**src/rtl/hazard_stall_unit_if.sv**
```systemverilog
// Bundle between the ID/EX pipeline stage and the hazard stall unit.
// The pipeline side is the master, the stall unit is the slave.
interface hazard_stall_unit_if #(
  parameter int CNT_W = 16
);
  logic [4:0]       ID_rs1_addr;
  logic [4:0]       ID_rs2_addr;
  logic             ID_uses_rs2;
  logic             EX_MemRead;
  logic [4:0]       EX_rd_addr;
  logic             EX_is_mul;
  logic             PC_Write;
  logic             IFID_Write;
  logic             IDEX_Write;
  logic             NoOp;
  logic             EXMEM_Bubble;
  logic             mul_busy;
  logic [CNT_W-1:0] stall_count;

  modport master (
    output ID_rs1_addr, ID_rs2_addr, ID_uses_rs2, EX_MemRead, EX_rd_addr, EX_is_mul,
    input  PC_Write, IFID_Write, IDEX_Write, NoOp, EXMEM_Bubble, mul_busy, stall_count
  );

  modport slave (
    input  ID_rs1_addr, ID_rs2_addr, ID_uses_rs2, EX_MemRead, EX_rd_addr, EX_is_mul,
    output PC_Write, IFID_Write, IDEX_Write, NoOp, EXMEM_Bubble, mul_busy, stall_count
  );
endinterface

```
**src/rtl/hazard_stall_unit.sv**
```systemverilog
// Detects load-use and multi-cycle multiply hazards that forwarding cannot cover,
// and drives the front-end stall / bubble controls plus a saturating stall counter.
module hazard_stall_unit #(
  parameter int MUL_LAT = 4,
  parameter int CNT_W   = 16
) (
  input logic                 clk_i,
  input logic                 rst_i,
  hazard_stall_unit_if.slave  bus
);

  typedef enum logic {
    RUN,
    MUL_BUSY
  } state_t;

  localparam logic [3:0]       MCNT_INIT = (MUL_LAT > 1) ? 4'(MUL_LAT - 2) : 4'd0;
  localparam logic [CNT_W-1:0] CNT_MAX   = {CNT_W{1'b1}};

  state_t           state;
  state_t           state_next;
  logic [3:0]       mcnt;
  logic [3:0]       mcnt_next;
  logic [CNT_W-1:0] stall_count;
  logic             load_use;
  logic             mul_start;
  logic             mul_stall;

  always_ff @(posedge clk_i) begin
    if (rst_i) begin
      state <= RUN;
      mcnt  <= 4'd0;
    end else begin
      state <= state_next;
      mcnt  <= mcnt_next;
    end
  end

  // A multiply takes precedence over a load-use hazard on the same EX instruction.
  always_comb begin
    load_use = bus.EX_MemRead && (bus.EX_rd_addr != 5'd0) &&
               ((bus.EX_rd_addr == bus.ID_rs1_addr) ||
                (bus.ID_uses_rs2 && (bus.EX_rd_addr == bus.ID_rs2_addr)));
    mul_start = (state == RUN) && bus.EX_is_mul && (MUL_LAT > 1);
    mul_stall = mul_start || ((state == MUL_BUSY) && (mcnt != 4'd0));

    state_next       = state;
    mcnt_next        = mcnt;
    bus.PC_Write     = 1'b1;
    bus.IFID_Write   = 1'b1;
    bus.IDEX_Write   = 1'b1;
    bus.NoOp         = 1'b0;
    bus.EXMEM_Bubble = 1'b0;
    bus.mul_busy     = 1'b0;

    if (!rst_i) begin
      if (mul_stall) begin
        bus.PC_Write     = 1'b0;
        bus.IFID_Write   = 1'b0;
        bus.IDEX_Write   = 1'b0;
        bus.EXMEM_Bubble = 1'b1;
        bus.mul_busy     = 1'b1;
      end else if (load_use) begin
        bus.PC_Write   = 1'b0;
        bus.IFID_Write = 1'b0;
        bus.NoOp       = 1'b1;
      end
    end

    case (state)
      RUN: begin
        if (mul_start) begin
          state_next = MUL_BUSY;
          mcnt_next  = MCNT_INIT;
        end
      end
      MUL_BUSY: begin
        if (mcnt != 4'd0) begin
          mcnt_next = mcnt - 4'd1;
        end else begin
          state_next = RUN;
        end
      end
      default: begin
        state_next = RUN;
        mcnt_next  = 4'd0;
      end
    endcase
  end

  always_ff @(posedge clk_i) begin
    if (rst_i) begin
      stall_count <= '0;
    end else if (!bus.PC_Write && (stall_count != CNT_MAX)) begin
      stall_count <= stall_count + 1'b1;
    end
  end

  assign bus.stall_count = stall_count;

endmodule

```
**src/flat_wrapper.sv**
```systemverilog
// flat-port wrapper written by rule: the top's interface ports become plain ports
module hazard_stall_unit_flat 
#(
  parameter int MUL_LAT = 4,
  parameter int CNT_W   = 16
)
  (clk_i, rst_i, bus_ID_rs1_addr, bus_ID_rs2_addr, bus_ID_uses_rs2, bus_EX_MemRead, bus_EX_rd_addr, bus_EX_is_mul, bus_PC_Write, bus_IFID_Write, bus_IDEX_Write, bus_NoOp, bus_EXMEM_Bubble, bus_mul_busy, bus_stall_count);
  hazard_stall_unit_if #(.CNT_W(CNT_W)) bus_i ();
  input logic clk_i;
  input logic rst_i;
  input wire logic [$bits(bus_i.ID_rs1_addr)-1:0] bus_ID_rs1_addr;
  input wire logic [$bits(bus_i.ID_rs2_addr)-1:0] bus_ID_rs2_addr;
  input wire logic [$bits(bus_i.ID_uses_rs2)-1:0] bus_ID_uses_rs2;
  input wire logic [$bits(bus_i.EX_MemRead)-1:0] bus_EX_MemRead;
  input wire logic [$bits(bus_i.EX_rd_addr)-1:0] bus_EX_rd_addr;
  input wire logic [$bits(bus_i.EX_is_mul)-1:0] bus_EX_is_mul;
  output wire logic [$bits(bus_i.PC_Write)-1:0] bus_PC_Write;
  output wire logic [$bits(bus_i.IFID_Write)-1:0] bus_IFID_Write;
  output wire logic [$bits(bus_i.IDEX_Write)-1:0] bus_IDEX_Write;
  output wire logic [$bits(bus_i.NoOp)-1:0] bus_NoOp;
  output wire logic [$bits(bus_i.EXMEM_Bubble)-1:0] bus_EXMEM_Bubble;
  output wire logic [$bits(bus_i.mul_busy)-1:0] bus_mul_busy;
  output wire logic [$bits(bus_i.stall_count)-1:0] bus_stall_count;
  assign bus_i.ID_rs1_addr = bus_ID_rs1_addr;
  assign bus_i.ID_rs2_addr = bus_ID_rs2_addr;
  assign bus_i.ID_uses_rs2 = bus_ID_uses_rs2;
  assign bus_i.EX_MemRead = bus_EX_MemRead;
  assign bus_i.EX_rd_addr = bus_EX_rd_addr;
  assign bus_i.EX_is_mul = bus_EX_is_mul;
  assign bus_PC_Write = bus_i.PC_Write;
  assign bus_IFID_Write = bus_i.IFID_Write;
  assign bus_IDEX_Write = bus_i.IDEX_Write;
  assign bus_NoOp = bus_i.NoOp;
  assign bus_EXMEM_Bubble = bus_i.EXMEM_Bubble;
  assign bus_mul_busy = bus_i.mul_busy;
  assign bus_stall_count = bus_i.stall_count;
  hazard_stall_unit #(.MUL_LAT(MUL_LAT), .CNT_W(CNT_W)) u_core (.clk_i(clk_i), .rst_i(rst_i), .bus(bus_i));
endmodule
```
**config.mk**
```make
export PLATFORM = sky130hd
export DESIGN_NAME = hazard_stall_unit_flat
export DESIGN_NICKNAME = d
export VERILOG_FILES = /design/src/rtl/hazard_stall_unit_if.sv /design/src/rtl/hazard_stall_unit.sv /design/src/flat_wrapper.sv
export SDC_FILE = /design/constraint.sdc
export NUM_CORES = 1
export LEC_CHECK = 0
export CAP_MARGIN = 20
export CORE_MARGIN = 5
export CORE_UTILIZATION = 43
export DETAILED_ROUTE_END_ITERATION = 12
export PLACE_DENSITY_LB_ADDON = 0.05
export SYNTH_ARGS = -nofsm -noshare
export SYNTH_HDL_FRONTEND = slang
export SYNTH_SLANG_ARGS = --single-unit
export TNS_END_PERCENT = 10
```
**constraint.sdc**
```tcl
create_clock -name clk_i -period 3.4 [get_ports clk_i]
set_input_delay 0.85 -clock clk_i [delete_from_list [all_inputs] [get_ports clk_i]]
set_output_delay 0.85 -clock clk_i [all_outputs]
set_load 0.05 [all_outputs]
```
==> metrics.md <==
| Metric | Value |
|---|---|
| Status | `complete, no violations` |
| Syn Std Cell Area | `1270 um2` |
| Min Tclk post-route | `3.29 ns` |
| CP Capture Type | `primary output` |
| WHS | `0.501 ns` |
| # IOs | `42` |
| R2R cell count | `11` |
| Main synth FF type | `dfxtp_1` |
| Yosys warns | `0` |
| Pwr/cell area | `305 nW/um2` |
| Gpl congestion | `0.854` |
| Number of flops mapped to enable cells by yosys | `0` |
| Nets | `216` |
| Peak VDD IR | `0.246 mV` |
| Arrival time at the worst endpoint | `2.44 ns` |
| Die W | `64.4 um` |
| Final setup vio count | `0` |
| Share of cells above drive strength 1 | `14.5%` |
| First-pass DRT Iterations | `4` |
| Data required time of the worst path | `2.55 ns` |
| Slew HR | `40.6%` |
| Flop pwr share | `47.6%` |
| Die area | `4150 um2` |
| Antenna cells | `0` |
| Final core occ | `64.3%` |
| Post-synthesis sequential area ratio | `33.0%` |
| Final period util | `96.8%` |
| Post-DP HPWL | `2510 um` |
| Worst clock skew | `0.00487 ns` |
| Crit-path cells | `clkdlybuf4s50_1 -> or3_1 -> o311a_1 -> a21o_4 -> inv_4 -> buf_12` |
| Clock slew at reported path FFs | `0.12 ns` |
| Fmax achieved | `304 MHz` |
| Finished Cell Area | `1800 um2` |
| Power share of the clock group | `22.2%` |
| Buf/Inv on CP | `3` |
| Crit-path max cell delay | `0.41 ns` |
| Gate power share | `30.2%` |
| Placed cell area | `1770 um2` |
| Share of the synthesized area in the top cell type | `33.0%` |
| Max_cap viols | `0` |
| Switching portion of total power | `31.3%` |
| Initial Util | `45.4%` |
| CTS buffer count | `3` |
| Slew Viols, Final | `0` |
| Worst-margin pin slew | `0.884 ns` |
| Post-synth top area cell | `dfxtp_1` |
| Crit path max-delay cell type | `clkdlybuf4s50_1` |
| Remaining DRCs | `0` |
| Synth top area cells | `dfxtp_1 33%, xnor2_1 6.9%, o31ai_1 4.7%` |
| Final hold violation count | `0` |
| Setup TNS | `0 ns` |
| Chip Height | `64.4 um` |
| DRT iter0 DRCs | `43` |
| Core area | `2810 um2` |
| IO Port Bufs | `41` |
| Synth cell types | `45` |
| Mapped Nets | `170` |
| Crit Path Category | `input pin to primary output` |
| RSZ-0062 raised after global routing | `no` |
| First-pass GRT wire length | `5830 um` |
| CTS tree | `done` |
| Total Routed Length | `3380 um` |
| H-tree Lvls | `1` |
| Bufs on Longest Clock Path | `2` |
| Avg Cell Area, Syn | `8.60 um2` |
| P_int | `0.378 mW` |
| Via Count | `1298` |
| Final ANT Viol Nets | `0` |
| NetSw | `0.172 mW` |
| Layout area overhead | `41.8%` |
| Synth Instances | `148` |
| Crit path max-delay family | `buffers and inverters` |
| GR Overflow Total | `0` |
| Critical path fanouts, max | `3` |
| Post-synth ARST share | `0%` |
| Row count | `19` |
| Worst Hold Path Cells | `2` |
| DR WL/cell | `15.1 um` |
| Post-synth top cells | `21 x dfxtp_1, 12 x nand2_1, 11 x a21oi_1, 10 x xnor2_1` |
| Worst min path class | `register to register` |
| Flops & latches, synth | `21` |
| Most common cell in the netlist | `dfxtp_1` |
| Static leakage | `0.627 nW` |
| Gr usage total | `17.3%` |
| CTS hold repair buffers | `0` |
| Critical path depth in cells | `6` |
| Worst-Skew Late Latency | `0.31 ns` |
| Clk root buf | `clkbuf_4` |
| Vias/cell | `5.79` |
| Clock sinks | `21` |
| Antenna violations before repair | `0` |
| Vias in the first global route | `1320` |
| Startpoint class of the critical path | `input pin` |
| Power, Total | `0.550 mW` |
| Largest net degree at the start of global routing | `29` |
-- through the flow --
stage | worst slack, ns | instances
2_1_floorplan | 0.136 | 148
3_3_place_gp | 0.0833 | 220
3_5_place_dp | 0.0666 | 220
4_1_cts | 0.0639 | 224
5_1_grt | 0.0122 | 224
6_report | 0.108 | 224
-- power groups by stage --
stage / sequential [mW] / clock (mW) / combinational, mW
after floorplan: 0.273 / 0 / 0.0914
after global placement: 0.266 / 0 / 0.163
after detailed placement: 0.267 / 0 / 0.165
after CTS: 0.262 / 0.130 / 0.166
after global routing: 0.264 / 0.141 / 0.178
final: 0.262 / 0.122 / 0.166
-- layout by cell type (no fill, tap or decap), types with 3 or more instances in the layout --
cell	netlist	routed
or3_1	3	3
inv_1	7	7
nor2_1	8	8
and3_1	4	4
clkbuf_4	0	3
xnor2_1	10	10
a311oi_1	3	3
nand2_1	12	12
o311ai_0	4	4
nand3_1	5	5
clkdlybuf4s50_1	0	35
or4_1	7	7
a21oi_1	11	11
buf_4	3	7
o41ai_1	3	3
nand4_1	4	4
dfxtp_1	21	21
buf_12	0	6
o31ai_1	8	8
-- final timing paths --
check                                               start                                 endpoint  slack, ns
setup / recovery                        bus_EX_rd_addr[1]                           bus_IFID_Write       0.11
hold / removal    u_core.bus.stall_count[13]$_SDFFE_PP0P_  u_core.bus.stall_count[13]$_SDFFE_PP0P_       0.50
setup reg to reg              u_core.mcnt[1]$_SDFFE_PP0P_   u_core.bus.stall_count[9]$_SDFFE_PP0P_       0.95
hold reg to reg   u_core.bus.stall_count[13]$_SDFFE_PP0P_  u_core.bus.stall_count[13]$_SDFFE_PP0P_       0.50
-- area by class of cell --
cell class,instances,area (um2)
clock buffers,3,22.5
multi-input cells,111,757
inverters,9,37.5
well taps,31,38.8
flip-flops and latches,21,420
fillers,237,1000
repair buffers,48,523
clock inverters,1,5.00
-- worst min-delay path, stage by stage, from the launching register on --
cell and delay [ns]:
dfxtp_1 0.35, o31ai_1 0.07, a21oi_1 0.05
-- flip-flops by register name, summed over array words and instances (netlist names) --
signal                  flops
u_core.bus.stall_count     16
u_core.mcnt                 4
u_core.state                1
-- repair_timing --
item | CTS | global route
resized for setup | 0 | 1
setup endpoints to repair | 0 | 2
setup buffers | 0 | 0
-- cell families (layout without fill, tap and decap cells) --
logic type / after synthesis / count (layout) / synth area share, %
xor+xnor: 10 / 10 / 6.88
simple gates: 58 / 58 / 26.4
compound gates: 40 / 40 / 23.4
buf+inv: 16 / 61 / 7.47
fa+ha+maj: 2 / 2 / 1.97
flops: 21 / 21 / 33.0
mux: 1 / 1 / 0.885
-- metal layers --
metal | global-route usage [%] | vias up | wire length (um)
met4 | 7.92 | 0 | 36
met2 | 29.5 | 37 | 1630
li1 | - | 654 | -
met1 | 20.9 | 603 | 1530
met5 | 0 | - | 0
met3 | 3.33 | 4 | 181
Note: power is estimated with default switching activity, not from simulation.
